[src/rtl/fifo_wr_arbiter.sv]
// fifo_wr_arbiter: shares the FIFO write port between two valid/ready
// producers. Grants alternate round-robin, and each grant is capped at
// MAX_BURST words. FIFO-full stalls hold the grant without releasing it.
// A wrapping transfer counter is kept for each requester.
module fifo_wr_arbiter #(
  parameter int DATA_W    = 8,
  parameter int MAX_BURST = 4,
  parameter int CNT_W     = 16
) (
  input  logic              clk,
  input  logic              rst_n,
  input  logic              req0_valid,
  input  logic [DATA_W-1:0] req0_data,
  input  logic              req0_last,
  output logic              req0_ready,
  input  logic              req1_valid,
  input  logic [DATA_W-1:0] req1_data,
  input  logic              req1_last,
  output logic              req1_ready,
  input  logic              fifo_full,
  output logic              wr_enable_fifo,
  output logic [DATA_W-1:0] wr_data,
  output logic              grant_active,
  output logic              grant_id,
  output logic [CNT_W-1:0]  xfer_cnt0,
  output logic [CNT_W-1:0]  xfer_cnt1
);

  localparam int BURST_W = (MAX_BURST > 1) ? $clog2(MAX_BURST) : 1;
  localparam logic [BURST_W-1:0] BURST_LAST = BURST_W'(MAX_BURST - 1);

  typedef enum logic [1:0] {
    IDLE   = 2'd0,
    GRANT0 = 2'd1,
    GRANT1 = 2'd2
  } state_t;

  state_t              state_r;
  state_t              next_state_s;
  logic [BURST_W-1:0]  burst_cnt_r;
  logic                last_grant_r;
  logic [CNT_W-1:0]    xfer_cnt0_r;
  logic [CNT_W-1:0]    xfer_cnt1_r;
  logic                req0_ready_s;
  logic                req1_ready_s;
  logic                xfer_s;
  logic                release_s;
  logic [DATA_W-1:0]   wr_data_s;

  // Next-state selection, holder handshake and FIFO write path.
  always_comb begin
    next_state_s = state_r;
    req0_ready_s = 1'b0;
    req1_ready_s = 1'b0;
    xfer_s       = 1'b0;
    release_s    = 1'b0;
    wr_data_s    = {DATA_W{1'b0}};
    case (state_r)
      IDLE: begin
        // Arbitration takes one cycle. On a tie, the requester that did not hold the last grant wins.
        if (req0_valid && req1_valid) begin
          next_state_s = last_grant_r ? GRANT0 : GRANT1;
        end else if (req0_valid) begin
          next_state_s = GRANT0;
        end else if (req1_valid) begin
          next_state_s = GRANT1;
        end else begin
          next_state_s = IDLE;
        end
      end
      GRANT0: begin
        req0_ready_s = !fifo_full;
        xfer_s       = req0_valid && !fifo_full;
        if (xfer_s) begin
          wr_data_s = req0_data;
        end else begin
          wr_data_s = {DATA_W{1'b0}};
        end
        // A full stall with valid held never releases. An idle holder does release.
        release_s = (xfer_s && (req0_last || (burst_cnt_r == BURST_LAST))) || !req0_valid;
        if (release_s) begin
          next_state_s = req1_valid ? GRANT1 : IDLE;
        end else begin
          next_state_s = GRANT0;
        end
      end
      GRANT1: begin
        req1_ready_s = !fifo_full;
        xfer_s       = req1_valid && !fifo_full;
        if (xfer_s) begin
          wr_data_s = req1_data;
        end else begin
          wr_data_s = {DATA_W{1'b0}};
        end
        release_s = (xfer_s && (req1_last || (burst_cnt_r == BURST_LAST))) || !req1_valid;
        if (release_s) begin
          next_state_s = req0_valid ? GRANT0 : IDLE;
        end else begin
          next_state_s = GRANT1;
        end
      end
      default: begin
        next_state_s = IDLE;
      end
    endcase
  end

  // Grant state, round-robin history and per-grant burst length.
  always_ff @(posedge clk or negedge rst_n) begin
    if (!rst_n) begin
      state_r      <= IDLE;
      last_grant_r <= 1'b1;
      burst_cnt_r  <= BURST_W'(0);
    end else begin
      state_r <= next_state_s;
      if (next_state_s != state_r) begin
        burst_cnt_r <= BURST_W'(0);
        if (next_state_s == GRANT0) begin
          last_grant_r <= 1'b0;
        end else if (next_state_s == GRANT1) begin
          last_grant_r <= 1'b1;
        end else begin
          last_grant_r <= last_grant_r;
        end
      end else if (xfer_s) begin
        burst_cnt_r <= burst_cnt_r + BURST_W'(1);
      end else begin
        burst_cnt_r <= burst_cnt_r;
      end
    end
  end

  // Wrapping per-requester counts of words written to the FIFO.
  always_ff @(posedge clk or negedge rst_n) begin
    if (!rst_n) begin
      xfer_cnt0_r <= CNT_W'(0);
      xfer_cnt1_r <= CNT_W'(0);
    end else if (xfer_s && (state_r == GRANT0)) begin
      xfer_cnt0_r <= xfer_cnt0_r + CNT_W'(1);
    end else if (xfer_s && (state_r == GRANT1)) begin
      xfer_cnt1_r <= xfer_cnt1_r + CNT_W'(1);
    end else begin
      xfer_cnt0_r <= xfer_cnt0_r;
      xfer_cnt1_r <= xfer_cnt1_r;
    end
  end

  assign req0_ready     = req0_ready_s;
  assign req1_ready     = req1_ready_s;
  assign wr_enable_fifo = xfer_s;
  assign wr_data        = wr_data_s;
  assign grant_active   = (state_r != IDLE);
  assign grant_id       = (state_r == GRANT1);
  assign xfer_cnt0      = xfer_cnt0_r;
  assign xfer_cnt1      = xfer_cnt1_r;

endmodule
[config.mk]
export PLATFORM = sky130hd
export DESIGN_NAME = fifo_wr_arbiter
export DESIGN_NICKNAME = d
export VERILOG_FILES = /design/src/rtl/fifo_wr_arbiter.sv
export SDC_FILE = /design/constraint.sdc
export NUM_CORES = 1
export LEC_CHECK = 0
export ABC_AREA = 1
export CORE_MARGIN = 2
export CORE_UTILIZATION = 44
export CTS_BUF_LIST = sky130_fd_sc_hd__clkbuf_2 sky130_fd_sc_hd__clkbuf_4 sky130_fd_sc_hd__clkbuf_8
export DETAILED_ROUTE_END_ITERATION = 6
export GPL_ROUTABILITY_DRIVEN = 0
export PLACE_DENSITY = 0.78
export RECOVER_POWER = 100
export SLEW_MARGIN = 20
export SYNTH_ARGS = -nofsm -noshare
export SYNTH_HDL_FRONTEND = slang
export SYNTH_SLANG_ARGS = --single-unit
[constraint.sdc]
create_clock -name clk -period 2.2 [get_ports clk]
set_clock_uncertainty 0.15 [all_clocks]
set_input_delay 0.66 -clock clk [delete_from_list [all_inputs] [get_ports clk]]
set_output_delay 0.66 -clock clk [all_outputs]
set_load 0.01 [all_outputs]
==> flow_summary.toml, run 1 <==
[logic_synthesis]
avgSynthCellArea_um2 = 8.11
yosys-top-cells-area = "dfrtp_1 (39%), nand2_1 (12%), xor2_1 (6.9%)"
syn_inst = 282
synth_top_area_cell = "dfrtp_1"
async_reset_ff_frac = 1.00
synth_edf_count = 0
syn_nets = 313
yosys_warnings = 0
synth_top_area_frac = 0.394
synth_cell_types = 30
synth-seq-cells = 37
ys.flop_type = "dfrtp_1"
syn_area_mm2 = 0.00229
synth_seq_area_share = 0.405

[layout]
layout_commonest_cell = "nand2_1"
layout_common_cells = "nand2_1 (71), clkdlybuf4s50_1 (38), dfrtp_1 (36), inv_1 (26), nand3_1 (24)"
diodes = 0
layout-drive-gt1-share = 0.234
finalInstanceArea_mm2 = 0.00339
syn2layout_area_growth_pct = 48.3
final_util = 0.668
nNetsFinal = 419

[clocking]
clockBufferDepth = 2
cts-buffers-inserted = 5
clockRootBuffer = "clkbuf_8"
clk_pin_slew_ns = 0.08
clock_latency_ns = 0.29
cts_sinks = 37
htree_levels = 2
hold_buffers = 0
cts_tree = "yes"

[critical_path]
worstPathArrival_ns = 1.59
end_kind = "output port"
reg2reg_from = "state_r[0]$_DFF_PN0_"
crit_fanout = 3
path_cells = "inv_2 > ha_4 > inv_4 > nor2_4 > clkbuf_2 > nand2_4 > a21oi_2 > buf_6"
r2r-end = "xfer_cnt0[15]$_DFFE_PN0P_"
worstRegToRegCells = 13
cp.depth = 8
crit_type = "register to output port"
path_delay_family = "buffers and inverters"
path_buf_inv = 4
slowest_delay_ns = 0.40
worstPathRequired_ns = 1.39
cp_slowest_cell = "dfrtp_1"
startpoint_type = "register"
r2r_setup_slack_ns = -0.04

[sta]
fmaxAchievable_ghz = 0.417
rsz0062_at_grt = "true"
finalMaxSlewViolations = 0
layout_min_cycle_time_ns = 2.40
setup_violations = 14
worstMarginPinSlew_ns = 0.902
timing.final.crit_share = 1.09
finalWorstSetupSlack_ns = -0.200
hold_viol_final = 0
slew_headroom = 0.398

[worst_hold_path]
hold_start = "last_grant_r$_DFFE_PN1P_"
hold_depth = 2
min_to = "last_grant_r$_DFFE_PN1P_"
hp-class = "register to register"

[route]
drcViolationCount = 0
post_drt_wl_per_cell_um = 12.3
wl_um = 5630
via_per_inst = 4.85
via_count = 2225
drtIter0Drc = 87
ant_nets = 0
drtPass1Iterations = 5

[status]
failed_checks = "negative setup slack"
outcome = "finished, violations left"

[floorplanning]
die_w_um = 76.1
initial_core_util = 0.451
core.rowCount = 26
die_area_mm2 = 0.00579
die_h_um = 76.1
num_io_pins = 68
core_mm2 = 0.00507

[power]
p_leak_uw = 0.00165
vdd_ir_drop_max_uv = 520
p_per_area_mw_per_mm2 = 749
power.total_uw = 2540

[placed_design]
dp_slack_ns = -0.928
portBuffers = 67
dp_hpwl_um = 4140
place_area_mm2 = 0.00328

[global_routing]
grt_pass1_wl_um = 9370
grt_pass1_vias = 2050
antenna_found_initial = 0
gr-total-overflow = 0
grt_max_degree = 38
groute.usage.overall = 0.196

[run]
maxCapViolations = 0
## final cells by class
cell class	instances	area, um2
clock inverter	3	17.5
sequential	37	927
fill	435	1680
inverter	32	125
tap	70	87.6
multi-input combinational	212	1300
clock buffer	5	68.8
timing repair buffer	100	868
## power breakdown
group / leakage (uW) / total (uW) / switching [uW] / internal [uW]
sequential: 0.000478 / 868 / 88.7 / 779
combinational: 0.00113 / 1200 / 637 / 559
clock: 0.0000439 / 478 / 259 / 219
## registers in the layout, indices dropped and copies added (netlist names)
register / cells
xfer_cnt1: 16
xfer_cnt0: 16
last_grant_r: 1
state_r: 2
burst_cnt_r: 2
## through the flow
step	setup TNS, ns	hold WS, ns	std cells
floorplan	0	0.214	282
global placement	-23.69	0.317	443
detailed placement	-24.91	0.333	443
CTS	-1.62	0.261	456
global route	-4.57	0.358	459
finish	-1.72	0.337	459
## worst min-delay path, delay by kind of cell, from the launching register on
kind,cells,cell delay (ns)
flops,1,0.38
simple gates,2,0.10
## logic make-up (layout without fill, tap and decap cells)
kind of cell,count (synthesis),count (layout),share of synthesized area
xor gates and xnor gates,29,29,0.111
DFF,37,37,0.405
adders and majority gates,8,8,0.0438
and+or+nand+nor,150,152,0.325
AOI/OAI and AO/OA,23,23,0.0553
buffers and inverters,35,140,0.0591
## worst max path at each step
stage,from,to,slack (ns)
after floorplan,state_r[0]$_DFF_PN0_,xfer_cnt1[8]$_DFFE_PN0P_,0.006
after global placement,fifo_full,wr_data[1],-0.91
after detailed placement,fifo_full,wr_data[3],-0.93
after CTS,state_r[1]$_DFF_PN0_,wr_data[5],-0.19
after global routing,state_r[1]$_DFF_PN0_,wr_data[5],-0.34
final,state_r[0]$_DFF_PN0_,wr_enable_fifo,-0.20
## synthesized netlist by cell type, types with 4 or more instances
master and instances:
dfrtp_1 36, nand2_2 4, o21ai_0 8, inv_1 28, nor2_1 17, ha_1 8
nor2_2 4, nor3_1 4, nor4_1 4, xor2_1 18, nand2_4 4, nand3_1 26
nand2_1 72, a21oi_1 13, xnor2_1 11, nand4_1 6
## metal layers
| layer | share of wire | track usage |
|---|---|---|
| met1 | 0.44 | 0.249 |
| met2 | 0.50 | 0.337 |
| met3 | 0.052 | 0.0557 |
| met4 | 0.0023 | 0.0418 |
| met5 | 0 | 0 |
## what timing repair did
item	4_1_cts	5_1_grt
setup endpoints to repair	46	25
gates cloned	2	0
pin swaps	12	1
setup buffers	3	3
gates resized for setup	63	9
No activity file was read; power rests on OpenSTA's default activity.
==> run 2: changes to the inputs <==
- CORE_MARGIN: 2 -> 10
==> run 2 against run 1 <==
Net effect: the run still ends with negative setup slack left; hold slack worse by 0.0092 ns; sequential power grew 1%; sequential share of layout area down 0.70 points; final cell count grew 0.87%; wire length grew 11%; via count shrank 1.1%; first-iteration DRC count is 21% lower; register-to-register slack better by 0.07 ns; critical path type unchanged.
==> flow_summary.toml, run 2 (same netlist as run 1, synthesis figures left out) <==
[status]
outcome = "finished, violations left"
failed_checks = "negative setup slack"

[placed_design]
dp_cells = 444
dp_hpwl_um = 4790
portBuffers = 67
place_area_mm2 = 0.00327

[layout]
final_cells = 463
syn2layout_area_growth_pct = 52.2
layout-drive-gt1-share = 0.252
finalInstanceArea_mm2 = 0.00348
layout_commonest_cell = "nand2_1"
layout_common_cells = "nand2_1 (70), clkdlybuf4s50_1 (50), dfrtp_1 (36), buf_4 (28), inv_1 (26)"
nNetsFinal = 423
diodes = 0

[critical_path]
worstPathRequired_ns = 1.39
startpoint_type = "register"
r2r-end = "xfer_cnt0[15]$_DFFE_PN0P_"
worstPathArrival_ns = 1.61
end_kind = "output port"
r2r_setup_slack_ns = 0.03
worstRegToRegCells = 13
crit_fanout = 5
reg2reg_from = "state_r[1]$_DFF_PN0_"
crit_type = "register to output port"

[global_routing]
met1_usage = 0.167
grt_max_degree = 38
grt_pass1_wl_um = 10400
grt_use_met3 = 0.0465
grt_most_used_layer = "met2"
grt_pass1_vias = 2257
groute.usage.overall = 0.145
antenna_found_initial = 0
gr-total-overflow = 0
met2_usage = 0.249

[sta]
fmaxAchievable_ghz = 0.413
setup_violations = 11
worstMarginPinSlew_ns = 0.892
rsz0062_at_grt = "true"
slew_headroom = 0.405
hold_viol_final = 0
layout_min_cycle_time_ns = 2.42
timing.final.crit_share = 1.10
finalMaxSlewViolations = 0
finalWorstSetupSlack_ns = -0.221

[clocking]
htree_levels = 2
clockRootBuffer = "clkbuf_8"
hold_buffers = 0
clock_latency_ns = 0.29
cts_sinks = 37
clockBufferDepth = 2
cts_tree = "yes"
clk_pin_slew_ns = 0.07
cts-buffers-inserted = 5

[power]
p_per_area_mw_per_mm2 = 758
p_leak_uw = 0.00171
vdd_ir_drop_max_uv = 443

[floorplanning]
core_mm2 = 0.00507
initial_core_util = 0.451
die_area_mm2 = 0.00848
die_w_um = 92.1
die_h_um = 92.1
core.rowCount = 26
num_io_pins = 68

[worst_hold_path]
hold_depth = 2
min_to = "last_grant_r$_DFFE_PN1P_"
hp-class = "register to register"
hold_start = "last_grant_r$_DFFE_PN1P_"

[route]
post_drt_wl_per_cell_um = 13.5
drtIter0Drc = 69
via_count = 2201
via_per_inst = 4.75
drtPass1Iterations = 4
drcViolationCount = 0
wl_um = 6270
ant_nets = 0

[run]
maxCapViolations = 0
[run 2: timing repair]
action | in CTS | in global routing
setup endpoints to repair | 46 | 18
gates cloned | 1 | 0
endpoints found under the hold margin | 0 | 0
pin swaps | 5 | 10
buffers inserted | 3 | 7
resized for setup | 62 | 25
[run 2: worst max-delay path by stage]
stage / start / end / slack [ns] / cells after the start
detailed placement: fifo_full / wr_data[3] / -0.98 / 5
CTS: state_r[1]$_DFF_PN0_ / wr_data[0] / -0.17 / 7
floorplan: state_r[0]$_DFF_PN0_ / xfer_cnt1[8]$_DFFE_PN0P_ / 0.006 / 12
global route: state_r[1]$_DFF_PN0_ / wr_data[2] / -0.31 / 8
finish: state_r[1]$_DFF_PN0_ / wr_enable_fifo / -0.22 / 8
global placement: fifo_full / wr_data[1] / -0.92 / 5
[run 2: final cells by class]
| class | instances | area, um2 |
|---|---|---|
| inverters | 32 | 125 |
| well taps | 70 | 87.6 |
| fillers | 402 | 1590 |
| flip-flops and latches | 37 | 927 |
| clock buffers | 8 | 91.3 |
| multi-input cells | 211 | 1310 |
| repair buffers | 105 | 938 |
[run 2: where the power goes]
part           leakage, uW  internal (uW)  total [uW]  switching [uW]
logic              0.00118            617        1280             659
registers         0.000478            780         878            97.7
clock network    0.0000498            262         486             224
[run 2: metrics by stage]
| stage | util | hold WS (ns) | power (uW) | worst slack [ns] | TNS [ns] |
|---|---|---|---|---|---|
| after floorplan | - | 0.214 | 1470 | 0.00638 | 0 |
| after global placement | 0.645 | 0.316 | 2000 | -0.924 | -22.87 |
| after detailed placement | 0.645 | 0.323 | 2040 | -0.979 | -25.01 |
| after CTS | 0.664 | 0.268 | 2560 | -0.167 | -1.67 |
| after global routing | 0.686 | 0.369 | 2840 | -0.307 | -3.34 |
| final | 0.686 | 0.327 | 2640 | -0.221 | -1.92 |
[run 2: metal layers]
metal	vias to the layer above	part of all wire
met5	-	0
met4	0	0.015
met3	9	0.060
met2	56	0.50
met1	1015	0.43
li1	1121	-
[run 2: worst max-delay path, cell delays in order (launching register included)]
cell and delay [ns]:
dfrtp_1 0.41, inv_2 0.10, ha_4 0.15, inv_4 0.06, nor2_4 0.17, buf_6 0.13
nand2_4 0.05, a21oi_4 0.13, buf_6 0.12
==> run 3: changes to the inputs <==
- CORE_ASPECT_RATIO: default -> 0.9
- HOLD_SLACK_MARGIN: default -> 0.1
- MAX_ROUTING_LAYER: default -> met4
==> run 3 against run 2 <==
Net effect: the run still ends with negative setup slack left; design area down 0.14%; core utilization rose by 2.0 points; clock power is 43% higher; largest power group unchanged.
==> flow_summary.toml, run 3 (same netlist as run 1, synthesis figures left out) <==
[global_routing]
grt_pass1_vias = 2199
met1_usage = 0.187
grt_use_met3 = 0.0305
met2_usage = 0.263
grt_most_used_layer = "met2"
grt_pass1_wl_um = 10400
grt_max_degree = 38
antenna_found_initial = 0
gr-total-overflow = 0
groute.usage.overall = 0.158

[layout]
layout-drive-gt1-share = 0.254
syn2layout_area_growth_pct = 52.0
diodes = 0
finalInstanceArea_mm2 = 0.00348
layout_common_cells = "nand2_1 (71), clkdlybuf4s50_1 (50), dfrtp_1 (33), inv_1 (25), buf_4 (24)"
layout_commonest_cell = "nand2_1"
nNetsFinal = 416

[sta]
fmaxAchievable_ghz = 0.418
hold_viol_final = 0
worstMarginPinSlew_ns = 0.892
layout_min_cycle_time_ns = 2.39
finalWorstSetupSlack_ns = -0.192
timing.final.crit_share = 1.09
rsz0062_at_grt = "true"
setup_violations = 16
slew_headroom = 0.405
finalMaxSlewViolations = 0

[worst_hold_path]
min_to = "last_grant_r$_DFFE_PN1P_"
hold_depth = 2
hp-class = "register to register"
hold_start = "last_grant_r$_DFFE_PN1P_"

[power]
p_per_area_mw_per_mm2 = 801
vdd_ir_drop_max_uv = 757
p_leak_uw = 0.00169

[route]
drtIter0Drc = 102
via_per_inst = 4.98
ant_nets = 0
post_drt_wl_per_cell_um = 14.3
via_count = 2248
drtPass1Iterations = 4
wl_um = 6450
drcViolationCount = 0

[status]
failed_checks = "negative setup slack"
outcome = "finished, violations left"

[placed_design]
place_area_mm2 = 0.00327
portBuffers = 67
dp_hpwl_um = 4890
dp_slack_ns = -0.962

[critical_path]
worstPathRequired_ns = 1.39
r2r_setup_slack_ns = -0.07
end_kind = "output port"
crit_type = "register to output port"
worstPathArrival_ns = 1.58
reg2reg_from = "state_r[0]$_DFF_PN0_"
worstRegToRegCells = 14
crit_fanout = 5
startpoint_type = "register"
r2r-end = "xfer_cnt0[15]$_DFFE_PN0P_"

[floorplanning]
core.rowCount = 24
initial_core_util = 0.464
die_h_um = 88.4
core_mm2 = 0.00492
die_w_um = 96
die_area_mm2 = 0.00849
num_io_pins = 68

[clocking]
clockRootBuffer = "clkbuf_8"
clock_latency_ns = 0.29
cts_sinks = 37
cts-buffers-inserted = 5
clk_pin_slew_ns = 0.07
clockBufferDepth = 2
cts_tree = "yes"
htree_levels = 2
hold_buffers = 0

[run]
maxCapViolations = 0
[run 3: worst max-delay path by stage]
stage | from | to | slack (ns)
floorplan | state_r[0]$_DFF_PN0_ | xfer_cnt1[8]$_DFFE_PN0P_ | 0.006
global placement | fifo_full | wr_data[1] | -0.92
detailed placement | fifo_full | wr_data[4] | -0.96
CTS | state_r[0]$_DFF_PN0_ | wr_data[4] | -0.16
global route | state_r[0]$_DFF_PN0_ | wr_data[3] | -0.28
finish | state_r[0]$_DFF_PN0_ | wr_data[2] | -0.19
[run 3: cell type report]
class | instances | area, um2
clock inverters | 3 | 65.1
flip-flops and latches | 37 | 931
clock buffers | 5 | 68.8
well taps | 65 | 81.3
multi-input cells | 212 | 1330
fillers | 377 | 1450
inverters | 32 | 125
repair buffers | 97 | 878
[run 3: worst max-delay path, cell delays in order, from the launching register on]
cell and delay [ns]:
dfrtp_1 0.36, buf_4 0.14, ha_4 0.15, inv_4 0.05, nor2_4 0.21, nand3_2 0.10
a21oi_2 0.14, buf_2 0.14
[run 3: per-layer routing]
layer	vias to the layer above	wire length, um
met5	-	0
met4	0	95
met3	11	310
met2	52	3300
met1	1074	2750
li1	1111	-
[run 3: stage by stage]
step                std cells  total power, uW  setup TNS (ns)  hold slack (ns)   util
finish                    451             2780           -1.69            0.346  0.706
global route              451             2960           -3.69            0.355  0.706
CTS                       450             2800           -1.34            0.263  0.699
detailed placement        438             2040          -25.25            0.322  0.664
global placement          438             2000          -22.64            0.311  0.664
floorplan                 282             1470               0            0.214      -
[run 3: what timing repair did]
action,in CTS,in global routing
gates resized for setup,67,16
endpoints found under the setup margin,48,22
pin swaps,9,6
cloned,3,0
setup buffers,1,1
[run 3: power by group]
| group | total [uW] | switching, uW | internal, uW |
|---|---|---|---|
| registers | 871 | 91.1 | 780 |
| logic | 1220 | 663 | 553 |
| clock network | 697 | 247 | 450 |
